`config.mk`:
```
export PLATFORM = sky130hd
export DESIGN_NAME = hrav_axil_regbank
export DESIGN_NICKNAME = d
export VERILOG_FILES = /design/src/rtl/hrav_axil_regbank.sv
export SDC_FILE = /design/constraint.sdc
export NUM_CORES = 1
export LEC_CHECK = 0
export CORE_AREA = 2 2 258 260
export DETAILED_ROUTE_END_ITERATION = 12
export DIE_AREA = 0 0 260 262
export PLACE_DENSITY_LB_ADDON = 0.12
export SYNTH_ARGS = -nofsm -noshare
export SYNTH_HDL_FRONTEND = slang
export SYNTH_SLANG_ARGS = --single-unit
```
`constraint.sdc`:
```
create_clock -name ACLK -period 17.44 [get_ports ACLK]
set_input_delay 3.488 -clock ACLK [delete_from_list [all_inputs] [get_ports ACLK]]
set_output_delay 3.488 -clock ACLK [all_outputs]
set_load 0.1 [all_outputs]
```
`src/rtl/hrav_axil_regbank.sv`:
```
// AXI4-Lite slave register bank: read/write control registers with write pulses,
// read-only status registers, SLVERR for status writes and unmapped addresses.
module hrav_axil_regbank #(
   parameter int DATA_WIDTH = 32,
   parameter int ADDR_WIDTH = 32,
   parameter int NUM_CTRL   = 8,
   parameter int NUM_STAT   = 8,
   parameter logic [NUM_CTRL*DATA_WIDTH-1:0] CTRL_DEFAULT = '0,
   localparam int NS = (NUM_STAT > 0) ? NUM_STAT : 1
) (
   input  logic                           ACLK,
   input  logic                           ARESET,
   input  logic [ADDR_WIDTH-1:0]          AWADDR,
   input  logic                           AWVALID,
   output logic                           AWREADY,
   input  logic [DATA_WIDTH-1:0]          WDATA,
   input  logic [DATA_WIDTH/8-1:0]        WSTRB,
   input  logic                           WVALID,
   output logic                           WREADY,
   output logic [1:0]                     BRESP,
   output logic                           BVALID,
   input  logic                           BREADY,
   input  logic [ADDR_WIDTH-1:0]          ARADDR,
   input  logic                           ARVALID,
   output logic                           ARREADY,
   output logic [DATA_WIDTH-1:0]          RDATA,
   output logic [1:0]                     RRESP,
   output logic                           RVALID,
   input  logic                           RREADY,
   output logic [NUM_CTRL*DATA_WIDTH-1:0] ctrl_regs,
   output logic [NUM_CTRL-1:0]            ctrl_wr_pulse,
   input  logic [NS*DATA_WIDTH-1:0]       stat_regs,
   output logic [1:0]                     w_state_o,
   output logic                           r_state_o
);

   // Handshakes: a beat transfers on a rising edge where VALID and READY are both high;
   // VALID, once raised by this slave, holds with its payload stable until READY.

   localparam int IW = ADDR_WIDTH - 2;
   localparam logic [1:0] RESP_OKAY   = 2'b00;
   localparam logic [1:0] RESP_SLVERR = 2'b10;
   localparam logic [DATA_WIDTH-1:0] BAD_DATA = DATA_WIDTH'(32'hDEADBEEF);

   typedef enum logic [1:0] {W_IDLE, W_HAVE_ADDR, W_HAVE_DATA, W_RESP} w_state_t;
   typedef enum logic {R_IDLE, R_RESP} r_state_t;

   w_state_t w_state_q, w_state_d;
   r_state_t r_state_q, r_state_d;

   logic [ADDR_WIDTH-1:0]                awaddr_q, awaddr_d;
   logic [DATA_WIDTH-1:0]                wdata_q, wdata_d;
   logic [DATA_WIDTH/8-1:0]              wstrb_q, wstrb_d;
   logic [NUM_CTRL-1:0][DATA_WIDTH-1:0]  ctrl_q, ctrl_d;
   logic [NUM_CTRL-1:0]                  pulse_q, pulse_d;
   logic [1:0]                           bresp_q, bresp_d;
   logic [DATA_WIDTH-1:0]                rdata_q, rdata_d;
   logic [1:0]                           rresp_q, rresp_d;

   logic                    commit;
   logic                    ctrl_hit;
   logic [ADDR_WIDTH-1:0]   c_addr;
   logic [DATA_WIDTH-1:0]   c_data;
   logic [DATA_WIDTH/8-1:0] c_strb;
   logic [IW-1:0]           c_idx;
   logic [IW-1:0]           r_idx;
   logic [DATA_WIDTH-1:0]   rd_val;
   logic [1:0]              rd_resp;
   logic                    unused_addr_bits;

   assign unused_addr_bits = ^{AWADDR[1:0], ARADDR[1:0], awaddr_q[1:0]};

   assign AWREADY       = (w_state_q == W_IDLE) || (w_state_q == W_HAVE_DATA);
   assign WREADY        = (w_state_q == W_IDLE) || (w_state_q == W_HAVE_ADDR);
   assign BVALID        = (w_state_q == W_RESP);
   assign BRESP         = bresp_q;
   assign ARREADY       = (r_state_q == R_IDLE);
   assign RVALID        = (r_state_q == R_RESP);
   assign RDATA         = rdata_q;
   assign RRESP         = rresp_q;
   assign ctrl_regs     = ctrl_q;
   assign ctrl_wr_pulse = pulse_q;
   assign w_state_o     = w_state_q;
   assign r_state_o     = r_state_q;

   // Commit takes whichever half was latched earlier and the other half live off the bus.
   assign c_addr = (w_state_q == W_HAVE_ADDR) ? awaddr_q : AWADDR;
   assign c_data = (w_state_q == W_HAVE_DATA) ? wdata_q  : WDATA;
   assign c_strb = (w_state_q == W_HAVE_DATA) ? wstrb_q  : WSTRB;
   assign c_idx  = c_addr[ADDR_WIDTH-1:2];
   assign r_idx  = ARADDR[ADDR_WIDTH-1:2];

   always_comb begin
      w_state_d = w_state_q;
      awaddr_d  = awaddr_q;
      wdata_d   = wdata_q;
      wstrb_d   = wstrb_q;
      commit    = 1'b0;
      case (w_state_q)
         W_IDLE: begin
            if (AWVALID && WVALID) begin
               commit    = 1'b1;
               w_state_d = W_RESP;
            end else if (AWVALID) begin
               awaddr_d  = AWADDR;
               w_state_d = W_HAVE_ADDR;
            end else if (WVALID) begin
               wdata_d   = WDATA;
               wstrb_d   = WSTRB;
               w_state_d = W_HAVE_DATA;
            end
         end
         W_HAVE_ADDR: begin
            if (WVALID) begin
               commit    = 1'b1;
               w_state_d = W_RESP;
            end
         end
         W_HAVE_DATA: begin
            if (AWVALID) begin
               commit    = 1'b1;
               w_state_d = W_RESP;
            end
         end
         W_RESP: begin
            if (BREADY) w_state_d = W_IDLE;
         end
         default: w_state_d = W_IDLE;
      endcase
   end

   always_comb begin
      ctrl_d   = ctrl_q;
      pulse_d  = '0;
      bresp_d  = bresp_q;
      ctrl_hit = 1'b0;
      for (int k = 0; k < NUM_CTRL; k++) begin
         if (commit && (c_idx == IW'(k))) begin
            ctrl_hit   = 1'b1;
            pulse_d[k] = 1'b1;
            for (int i = 0; i < DATA_WIDTH/8; i++) begin
               if (c_strb[i]) ctrl_d[k][i*8 +: 8] = c_data[i*8 +: 8];
            end
         end
      end
      if (commit) bresp_d = ctrl_hit ? RESP_OKAY : RESP_SLVERR;
   end

   // Read mux sees ctrl_q, so a read on the commit edge returns the pre-write value.
   always_comb begin
      rd_val  = BAD_DATA;
      rd_resp = RESP_SLVERR;
      for (int k = 0; k < NUM_CTRL; k++) begin
         if (r_idx == IW'(k)) begin
            rd_val  = ctrl_q[k];
            rd_resp = RESP_OKAY;
         end
      end
      for (int k = 0; k < NUM_STAT; k++) begin
         if (r_idx == IW'(NUM_CTRL + k)) begin
            rd_val  = stat_regs[k*DATA_WIDTH +: DATA_WIDTH];
            rd_resp = RESP_OKAY;
         end
      end
   end

   always_comb begin
      r_state_d = r_state_q;
      rdata_d   = rdata_q;
      rresp_d   = rresp_q;
      case (r_state_q)
         R_IDLE: begin
            if (ARVALID) begin
               rdata_d   = rd_val;
               rresp_d   = rd_resp;
               r_state_d = R_RESP;
            end
         end
         R_RESP: begin
            if (RREADY) r_state_d = R_IDLE;
         end
         default: r_state_d = R_IDLE;
      endcase
   end

   always_ff @(posedge ACLK or posedge ARESET) begin
      if (ARESET) begin
         w_state_q <= W_IDLE;
         r_state_q <= R_IDLE;
         awaddr_q  <= '0;
         wdata_q   <= '0;
         wstrb_q   <= '0;
         ctrl_q    <= CTRL_DEFAULT;
         pulse_q   <= '0;
         bresp_q   <= RESP_OKAY;
         rdata_q   <= '0;
         rresp_q   <= RESP_OKAY;
      end else begin
         w_state_q <= w_state_d;
         r_state_q <= r_state_d;
         awaddr_q  <= awaddr_d;
         wdata_q   <= wdata_d;
         wstrb_q   <= wstrb_d;
         ctrl_q    <= ctrl_d;
         pulse_q   <= pulse_d;
         bresp_q   <= bresp_d;
         rdata_q   <= rdata_d;
         rresp_q   <= rresp_d;
      end
   end

endmodule

```
# After elaboration in Yosys (flattened, before gate mapping)
# Cells that the tools add are included.
[op_classes] n_eq_ne=29 n_mux=65 n_bitwise=3 reduce_logical=50
[ops] operator="$mux 32" n=18
[ops] operator="$eq 30x3->1 const B" n=8
[ops] operator="$eq 30x4->1 const B" n=8
[ops] operator="$eq 30x2->1 const B" n=4
[ops] operator="$reduce_and 2->1" n=33
[ops] operator="$eq 30x1->1 const B" n=2
[ops] operator="$logic_not 30->1" n=2
[ops] operator="$mux 2" n=23
[ops] operator="$mux 1" n=20
[ops] operator="$logic_and 1x1->1" n=9
[ops] operator="$pmux 2 s4" n=1
[ops] operator="$reduce_and 4->1" n=2
[ops] operator="$eq 2x2->1 const B" n=2
[ops] operator="$mux 4" n=1
[ops] operator="$ne 2x2->1 const B" n=2
[ops] operator="$ne 4x3->1 const B" n=1
[ops] operator="$not 1->1" n=3
[ops] operator="$pmux 1 s3" n=1
[ops] operator="$reduce_and 3->1" n=1
[ops] operator="$eq 2x1->1 const B" n=1
[ops] operator="$logic_not 2->1" n=1
[ops] operator="$logic_or 1x1->1" n=2
[ops] operator="$ne 2x1->1 const B" n=1
[ops] operator="$pmux 1 s2" n=1
[word_totals] regBits=371 inputBits=363 out_inout_bits=308 word_cells=188

# Logic depth before layout (Yosys ltp)
# Gate-level depths: netlist (run 1).
[depth] word_depth=17 ltp_mapped=11 ltp_nobuf=9

# Least setup slack after synthesis (run 1)
# No wires, ideal clock.
[synth_path] kind="reg-to-output" start="register w_state_q[1], in the netlist w_state_o[1]" end="output port AWREADY" t_arrival_ns=2.563 required_time_ns=13.952 slack_ns=11.389 stages_incl_launch_ff=5 n_path_buf=2 cell_sequence="dfrtp_1 > ha_1 > buf_1 > clkbuf_1 > or2_2"
[synth_via] elab_chain_len=2 elab_cells_between_ends=3 cone_classes="1 x eq/ne; 2 x reduce/logical"
[synth_rtl] element="start, declared" line_no="48" source="w_state_t w_state_q, w_state_d;"
[synth_rtl] element="start signal, assigned" line_no="199" source="w_state_q <= w_state_d;"
[synth_rtl] element="$eq 2x2->1 / $logic_not 2->1 (equally long branches)" line_no="73" source="assign AWREADY = (w_state_q == W_IDLE) || (w_state_q == W_HAVE_DATA);"
[synth_rtl] element="$logic_or 1x1->1 *" line_no="73"
[synth_rtl] element="end, declared" line_no="15" source="output logic AWREADY,"
# Mark *: on every way between the ends. The rest lies on a longest branch, timed or not.

# Final worst setup path (run 1)
[layout_path] start="input port ARADDR[28]" end="register rdata_q[7], in the netlist RDATA[7]"
[layout_via] elab_chain_len=17 elab_cells_between_ends=32 cone_classes="15 x eq/ne; 16 x mux; 1 x reduce/logical"
[layout_rtl] element="start, declared" line_no="23" source="input logic [ADDR_WIDTH-1:0] ARADDR,"
[layout_rtl] element="$logic_not 30->1" line_no="154" source="if (r_idx == IW'(k)) begin"
[layout_rtl] element="$mux 32 (8 in series)" line_no="154"
[layout_rtl] element="$mux 32 (7 in series)" line_no="160" source="if (r_idx == IW'(NUM_CTRL + k)) begin"
[layout_rtl] element="$mux 32 *" line_no="160"
[layout_rtl] element="end signal, assigned" line_no="207" source="rdata_q <= rdata_d;"
[layout_rtl] element="end, declared" line_no="57" source="logic [DATA_WIDTH-1:0] rdata_q, rdata_d;"
# Marked as above.
# A chain may end at the register's enable or synchronous reset.

==> results of run 1 <==
## cell type report
class / count / area (um^2) / area share [%]
multi-input combinational: 1228 / 9940 / 34.3
sequential: 367 / 9180 / 31.7
timing repair buffer: 707 / 6970 / 24.1
clock buffer: 60 / 1260 / 4.36
tap: 864 / 1080 / 3.74
clock inverter: 24 / 353 / 1.22
inverter: 23 / 93.8 / 0.324
antenna: 21 / 52.6 / 0.182
## stage by stage
stage	hold WS, ns	cells	area [um^2]
finish	0.489	3294	28900
global placement	0.472	3189	27300
global route	0.514	3289	28900
floorplan	0.474	1729	19700
CTS	0.490	3273	28900
detailed placement	0.476	3189	27300
## placed cells by master, fill, tap and decap left out, drive strengths merged, types with 8 or more instances in the layout
master / n
o211ai: 20
bufinv: 8
and3: 8
a211oi: 9
buf: 47
nand4: 20
nand3: 29
nand2: 78
mux4: 14
clkinv: 11
o221ai: 11
a22oi: 23
clkdlybuf4s50: 660
clkbuf: 60
or3: 18
mux2i: 30
nor4: 28
diode: 21
a21oi: 75
o22ai: 39
dfrtp: 367
o22a: 10
a31oi: 14
o21ai: 103
or2: 11
nand2b: 11
nor3: 37
inv: 27
mux2: 370
a221oi: 26
nor2b: 14
nor2: 117
a22o: 10
## how the worst max path moves through the flow
stage                     startpoint        to  slack [ns]  cells past startpoint
after floorplan               ARESET  BRESP[1]        3.76                      1
after global placement    ARADDR[17]  RDATA[7]        9.74                      9
after detailed placement  ARADDR[17]  RDATA[7]        9.54                      9
after CTS                 ARADDR[26]  RDATA[7]       10.18                      9
after global routing      ARADDR[26]  RDATA[7]       10.04                      9
final                     ARADDR[28]  RDATA[7]       10.11                      9
## per-layer routing
metal | routed length, um | part of all wire, %
met4 | 3200 | 2.9
met1 | 42300 | 39
met5 | 146 | 0.13
met3 | 8930 | 8.2
met2 | 54200 | 50
## kinds of logic after synthesis
group	share of synthesized area [%]
multiplexers	24.4
adder cells (fa/ha/maj)	0.318
other	0.0190
flip-flops	46.6
AO/OA/AOI/OAI	14.3
buffers and inverters	3.02
AND/OR/NAND/NOR	11.4
## sequential cells by signal, summed over array words and instances, names as in the netlist
register,cells
ctrl_wr_pulse,8
RDATA,32
RRESP,1
w_state_o,2
wdata_q,32
awaddr_q,30
wstrb_q,4
ctrl_regs,256
BRESP,1
RVALID,1
## power by group through the flow
stage,clock (mW),combinational [mW],sequential (mW)
floorplan,0,0.340,1.08
global placement,0,0.658,0.996
detailed placement,0,0.670,1.00
CTS,1.05,0.672,0.988
global route,1.08,0.709,1.00
finish,1.03,0.671,0.989
==> summary.txt, run 1 <==
Outcome
  • Status: complete, no violations

Setup path
  • CP max-delay cell: nor4_1
  • Worst-path maximum fanout: 15
  • Worst R2R Path Depth: 9
  • Reg2reg start: w_state_o[0]
  • Reg2Reg Setup Slack: 13.47 ns
  • Crit path largest cell delay: 0.71 ns
  • Worst Path Required: 17.91 ns
  • Critical path type: primary input to flip-flop
  • Buf/Inv on CP: 2
  • Family with the most delay on the worst path: simple AND/OR/NAND/NOR gates
  • Crit path capture type: flip-flop
  • Critical path arrival: 7.80 ns
  • Reg2reg end: ctrl_regs[179]
  • Worst setup SP type: primary input
  • Worst-path cell chain: clkdlybuf4s50_1, nor4_1, and2_1, nand2_1, buf_4, nor2_1, nand3_1, a221oi_2, o21ai_1

Timing
  • Slew Limit Headroom: 17.0%
  • Worst Tran Pin Value: 1.24 ns
  • Setup ws final: 10.11 ns
  • Max-slew violations: 0
  • Final setup violation count: 0
  • Final setup TNS: 0 ns
  • Final hold viol count: 0
  • Layout Skew: 0.0215 ns
  • Final worst-path cycle share: 42.0%
  • Final Critical Period: 7.33 ns
  • RSZ-0062 raised after global routing: false
  • Upper clock frequency limit: 136 MHz

Logic synthesis
  • Synth cell count leaders: mux2_2, dfrtp_1, o21ai_0
  • Mapped Area: 19,700 um^2
  • Synthesized instance count: 1,728
  • Leading area contributor after synthesis: dfrtp_1
  • Share of the synthesized area in the top cell type: 46.6%
  • Number of synthesized flops with an enable pin: 0
  • Sequential area share after synthesis: 46.6%
  • Yosys cell types: 86
  • Top FF cell, synth: dfrtp_1
  • Fraction of registers with async set/reset: 100%
  • Syn Area/Cell: 11.4 um^2
  • Most area-consuming cells after synthesis: dfrtp_1, mux2_2, o21ai_0, a21oi_1, mux4_2
  • Synth warn: 0
  • Flops & latches, synth: 367
  • Top-count cell post-synth: mux2_2

Job
  • Max-cap violations: 0

Detailed routing
  • Routed via count: 18,400
  • Vias per inst: 5.58
  • First-pass DRT Iterations: 6
  • Drt drc: 0
  • DRT iter0 DRCs: 1,458
  • Antenna Nets Post-Route: 0
  • Drt total wl: 109,000 um
  • WL/cell: 33.0 um

GRT
  • Largest net degree at the start of global routing: 102
  • Met2 Resource Use GR: 53.9%
  • Via count of the first global-routing pass: 18,700
  • GR peak layer: met2
  • Met1 GRT Util: 37.2%
  • Initial antenna violation count: 35
  • Met3 Resource Use GR: 8.15%
  • Total gr overflow: 0
  • First-pass GRT wire length: 148,000 um
  • Total track usage: 30.8%

Power and ir drop
  • Int Pwr: 1.83 mW
  • Comb power frac: 24.9%
  • P_leak: 12.0 nW
  • Switching Share: 32.0%
  • Pwr per Cell Area: 92.9 nW/um^2
  • Total power: 2.69 mW
  • Sequential share of power: 36.8%
  • Switching power: 0.862 mW
  • Peak supply drop: 0.159 mV
  • Clock network fraction of total power: 38.3%

Floorplanning
  • IO Pins: 671
  • Die Y: 262 um
  • Core area: 65,300 um^2
  • # rows: 94
  • Full die area: 68,100 um^2
  • DIE WIDTH: 260 um
  • Initial Util: 30.2%

Hold path
  • Hold Path Class: flip-flop to flip-flop
  • Min-delay src: RDATA[4]
  • Hold Path Depth: 1
  • Hold Path Sink: RDATA[4]

Clocking
  • CTS tree: built
  • PostCTS Resize Cnt: 0
  • Clk_lat worst skew: 0.59 ns
  • Hold buffers post-CTS: 0
  • CTS root buffer: clkbuf_16
  • Sink Count: 367
  • Max clock buf depth: 3
  • Postcts setup bufs: 0
  • CTS H-tree lvls: 2
  • CTS buffer count: 45
  • Reg clk slew, reported paths: 0.06 ns

Finish
  • Final core utilization: 44.3%
  • Area delta synth->final: 46.9%
  • Fillers: 6,173
  • Post-layout nets: 2,740
  • Layout cells sized above 1: 24.3%

Placed design
  • Routability Congestion: 0.919
  • Worst slack, placed: 9.54 ns
  • Buffers added on ports: 664
  • DP HPWL: 84,100 um
No activity file was read; power rests on OpenSTA's default activity.
==> inputs of run 2 (changes only) <==
--- a/config.mk
+++ b/config.mk
@@ -5,9 +5,9 @@
 export SDC_FILE = /design/constraint.sdc
 export NUM_CORES = 1
 export LEC_CHECK = 0
-export CORE_AREA = 2 2 258 260
+export CORE_AREA = 2 2 262 264
 export DETAILED_ROUTE_END_ITERATION = 12
-export DIE_AREA = 0 0 260 262
+export DIE_AREA = 0 0 264 266
 export PLACE_DENSITY_LB_ADDON = 0.12
 export SYNTH_ARGS = -nofsm -noshare
 export SYNTH_HDL_FRONTEND = slang
==> constraint.sdc (replaced) <==
create_clock -name ACLK -period 6.2 [get_ports ACLK]
set_input_delay 1.24 -clock ACLK [delete_from_list [all_inputs] [get_ports ACLK]]
set_output_delay 1.24 -clock ACLK [all_outputs]
set_load 0.1 [all_outputs]
==> run 2 against run 1 <==
Against the previous run: combinational power rose to 2.8 times the previous value; die area grew 3.1%; non-clock buffer count increased by 18; critical path type unchanged; critical endpoint is now RDATA[13].
==> summary.txt, run 2 (same netlist as run 1, synthesis figures left out) <==
Detailed routing
  • Drt drc: 0 (unchanged)
  • DRT iter0 DRCs: 1,410 (-3.3%)
  • Routed via count: 18,600 (+1.1%)
  • First-pass DRT Iterations: 8 (+2)
  • Vias per inst: 5.58 (-0.13%)
  • Top sig layer: met5
  • WL/cell: 33.5 um (+1.3%)
  • Antenna Nets Post-Route: 0 (unchanged)
  • Drt total wl: 112,000 um (+2.5%)
  • Met1 Routed Length: 45,400 um (+7.3%)
  • Met3 WL: 8000 um (-10%)
  • WL met2: 54,600 um (+0.64%)

Floorplanning
  • Full die area: 70,200 um^2 (+3.1%)
  • Die Y: 266 um (+1.5%)
  • DIE WIDTH: 264 um (+1.5%)
  • IO Pins: 671 (unchanged)
  • Core area: 67,700 um^2 (+3.8%)
  • Initial Util: 29.1% (-1.1 points)
  • # rows: 96 (+2.1%)

GRT
  • Total track usage: 30.8% (-0.068 points)
  • Initial antenna violation count: 35 (unchanged)
  • Total gr overflow: 0 (unchanged)
  • First-pass GRT wire length: 153,000 um (+3.3%)
  • Largest net degree at the start of global routing: 169 (+66%)
  • Via count of the first global-routing pass: 18,800 (+0.44%)

Setup path
  • Worst-path maximum fanout: 10 (-5)
  • Worst Path Required: 6.64 ns (-11.27 ns)
  • Worst setup SP type: primary input
  • Critical path type: primary input to flip-flop
  • Critical path arrival: 5.10 ns (-2.70 ns)
  • Crit path capture type: flip-flop
  • Worst R2R Path Depth: 8 (-1)

Clocking
  • Reg clk slew, reported paths: 0.06 ns (about the same)
  • Max clock buf depth: 3 (unchanged)
  • CTS root buffer: clkbuf_16
  • CTS tree: built
  • Sink Count: 367 (unchanged)
  • CTS buffer count: 46 (+2.2%)
  • PostCTS Resize Cnt: 0 (unchanged)
  • Hold buffers post-CTS: 0 (unchanged)
  • Postcts setup bufs: 0 (unchanged)
  • CTS H-tree lvls: 2 (unchanged)
  • Clk_lat worst skew: 0.60 ns (about the same)

Timing
  • Max-slew violations: 0 (unchanged)
  • Final Critical Period: 4.66 ns
  • Final worst-path cycle share: 75.2%
  • Setup ws final: 1.54 ns (-8.57 ns)
  • Upper clock frequency limit: 215 MHz
  • Slew Limit Headroom: 16.7% (-0.28 points)
  • Final hold viol count: 0 (unchanged)
  • Final setup TNS: 0 ns (unchanged)
  • Final setup violation count: 0 (unchanged)
  • Worst Tran Pin Value: 1.25 ns (+0.00425 ns)
  • RSZ-0062 raised after global routing: false
  • Layout Skew: 0.0229 ns (+0.00133 ns)

Finish
  • Max reg flops: 256 (unchanged)
  • Post-layout nets: 2,759 (+0.69%)
  • Layout cells sized above 1: 24.8% (+0.51 points)
  • Area delta synth->final: 47.6%
  • Layout Cells excl Fill: 3,333 (+1.2%)
  • Commonest non-fill, non-tap cell in the layout: clkdlybuf4s50_1
  • Most frequent cells in the layout: clkdlybuf4s50_1, mux2_2, dfrtp_1

Placed design
  • DP HPWL: 86,600 um (+2.9%)
  • Buffers added on ports: 664 (unchanged)
  • Worst slack, placed: 1.06 ns (-8.48 ns)
  • Routability Congestion: 0.931 (+1.4%)
  • Inst Count DP: 3,225 (+1.1%)

Power and ir drop
  • Pwr per Cell Area: 259 nW/um^2 (+180%)
  • P_leak: 12.1 nW (+0.65%)
  • Peak supply drop: 0.418 mV (+160%)

Hold path
  • Hold Path Class: flip-flop to flip-flop
  • Hold Path Depth: 1 (unchanged)

Job
  • Max-cap violations: 0 (unchanged)

Outcome
  • Status: complete, no violations
-- run 2: path summary, 6_finish.rpt --
kind	slack, ns	to	startpoint
max in group asynchronous	3.67	RDATA[28]	ARESET
max reg2reg	2.22	ctrl_regs[189]	w_state_o[1]
max	1.54	RDATA[13]	ARADDR[7]
min	0.50	wdata_q[28]	wdata_q[28]
min reg2reg	0.50	wdata_q[28]	wdata_q[28]
min in group asynchronous	1.08	awaddr_q[12]	ARESET
-- run 2: layout make-up --
| class | count | area (um^2) |
|---|---|---|
| Antenna cell | 23 | 57.6 |
| Clock buffer | 69 | 1360 |
| Clock inverter | 16 | 238 |
| Fill cell | 6465 | 38700 |
| Inverter | 23 | 90.1 |
| Multi-Input combinational cell | 1228 | 9930 |
| Sequential cell | 367 | 9180 |
| Tap cell | 882 | 1100 |
| Timing Repair Buffer | 725 | 7120 |
-- run 2: where the power goes --
part | switching (mW) | total, mW | leakage [nW] | internal [mW]
Sequential | 0.137 | 2.78 | 4.88 | 2.65
Combinational | 1.18 | 1.90 | 6.45 | 0.723
Clock | 1.16 | 2.85 | 0.780 | 1.69
Total | 2.47 | 7.53 | 12.1 | 5.06
-- run 2: stage by stage --
stage	area, um^2	total power [mW]	util, %	hold WS, ns
floorplan	19700	3.99	-	0.474
global placement	27400	4.67	40.5	0.470
detailed placement	27400	4.72	40.5	0.480
CTS	29000	7.59	42.8	0.495
global route	29100	7.82	42.9	0.510
finish	29100	7.53	42.9	0.501
-- run 2: per-layer routing --
layer  global-route usage (%)  vias up
li1                         -     7919
met1                     37.9     9662
met2                     53.0      811
met3                     7.86      174
met4                     9.00       22
met5                        0        -
-- run 2: critical path: stages --
cell and delay (ns):
clkdlybuf4s50_1 0.46, nor4_4 0.88, nand2_1 0.66, buf_4 0.37, o22ai_1 0.12, nand2_1 0.17
a21boi_0 0.18, o21ai_0 0.80, a31oi_1 0.19
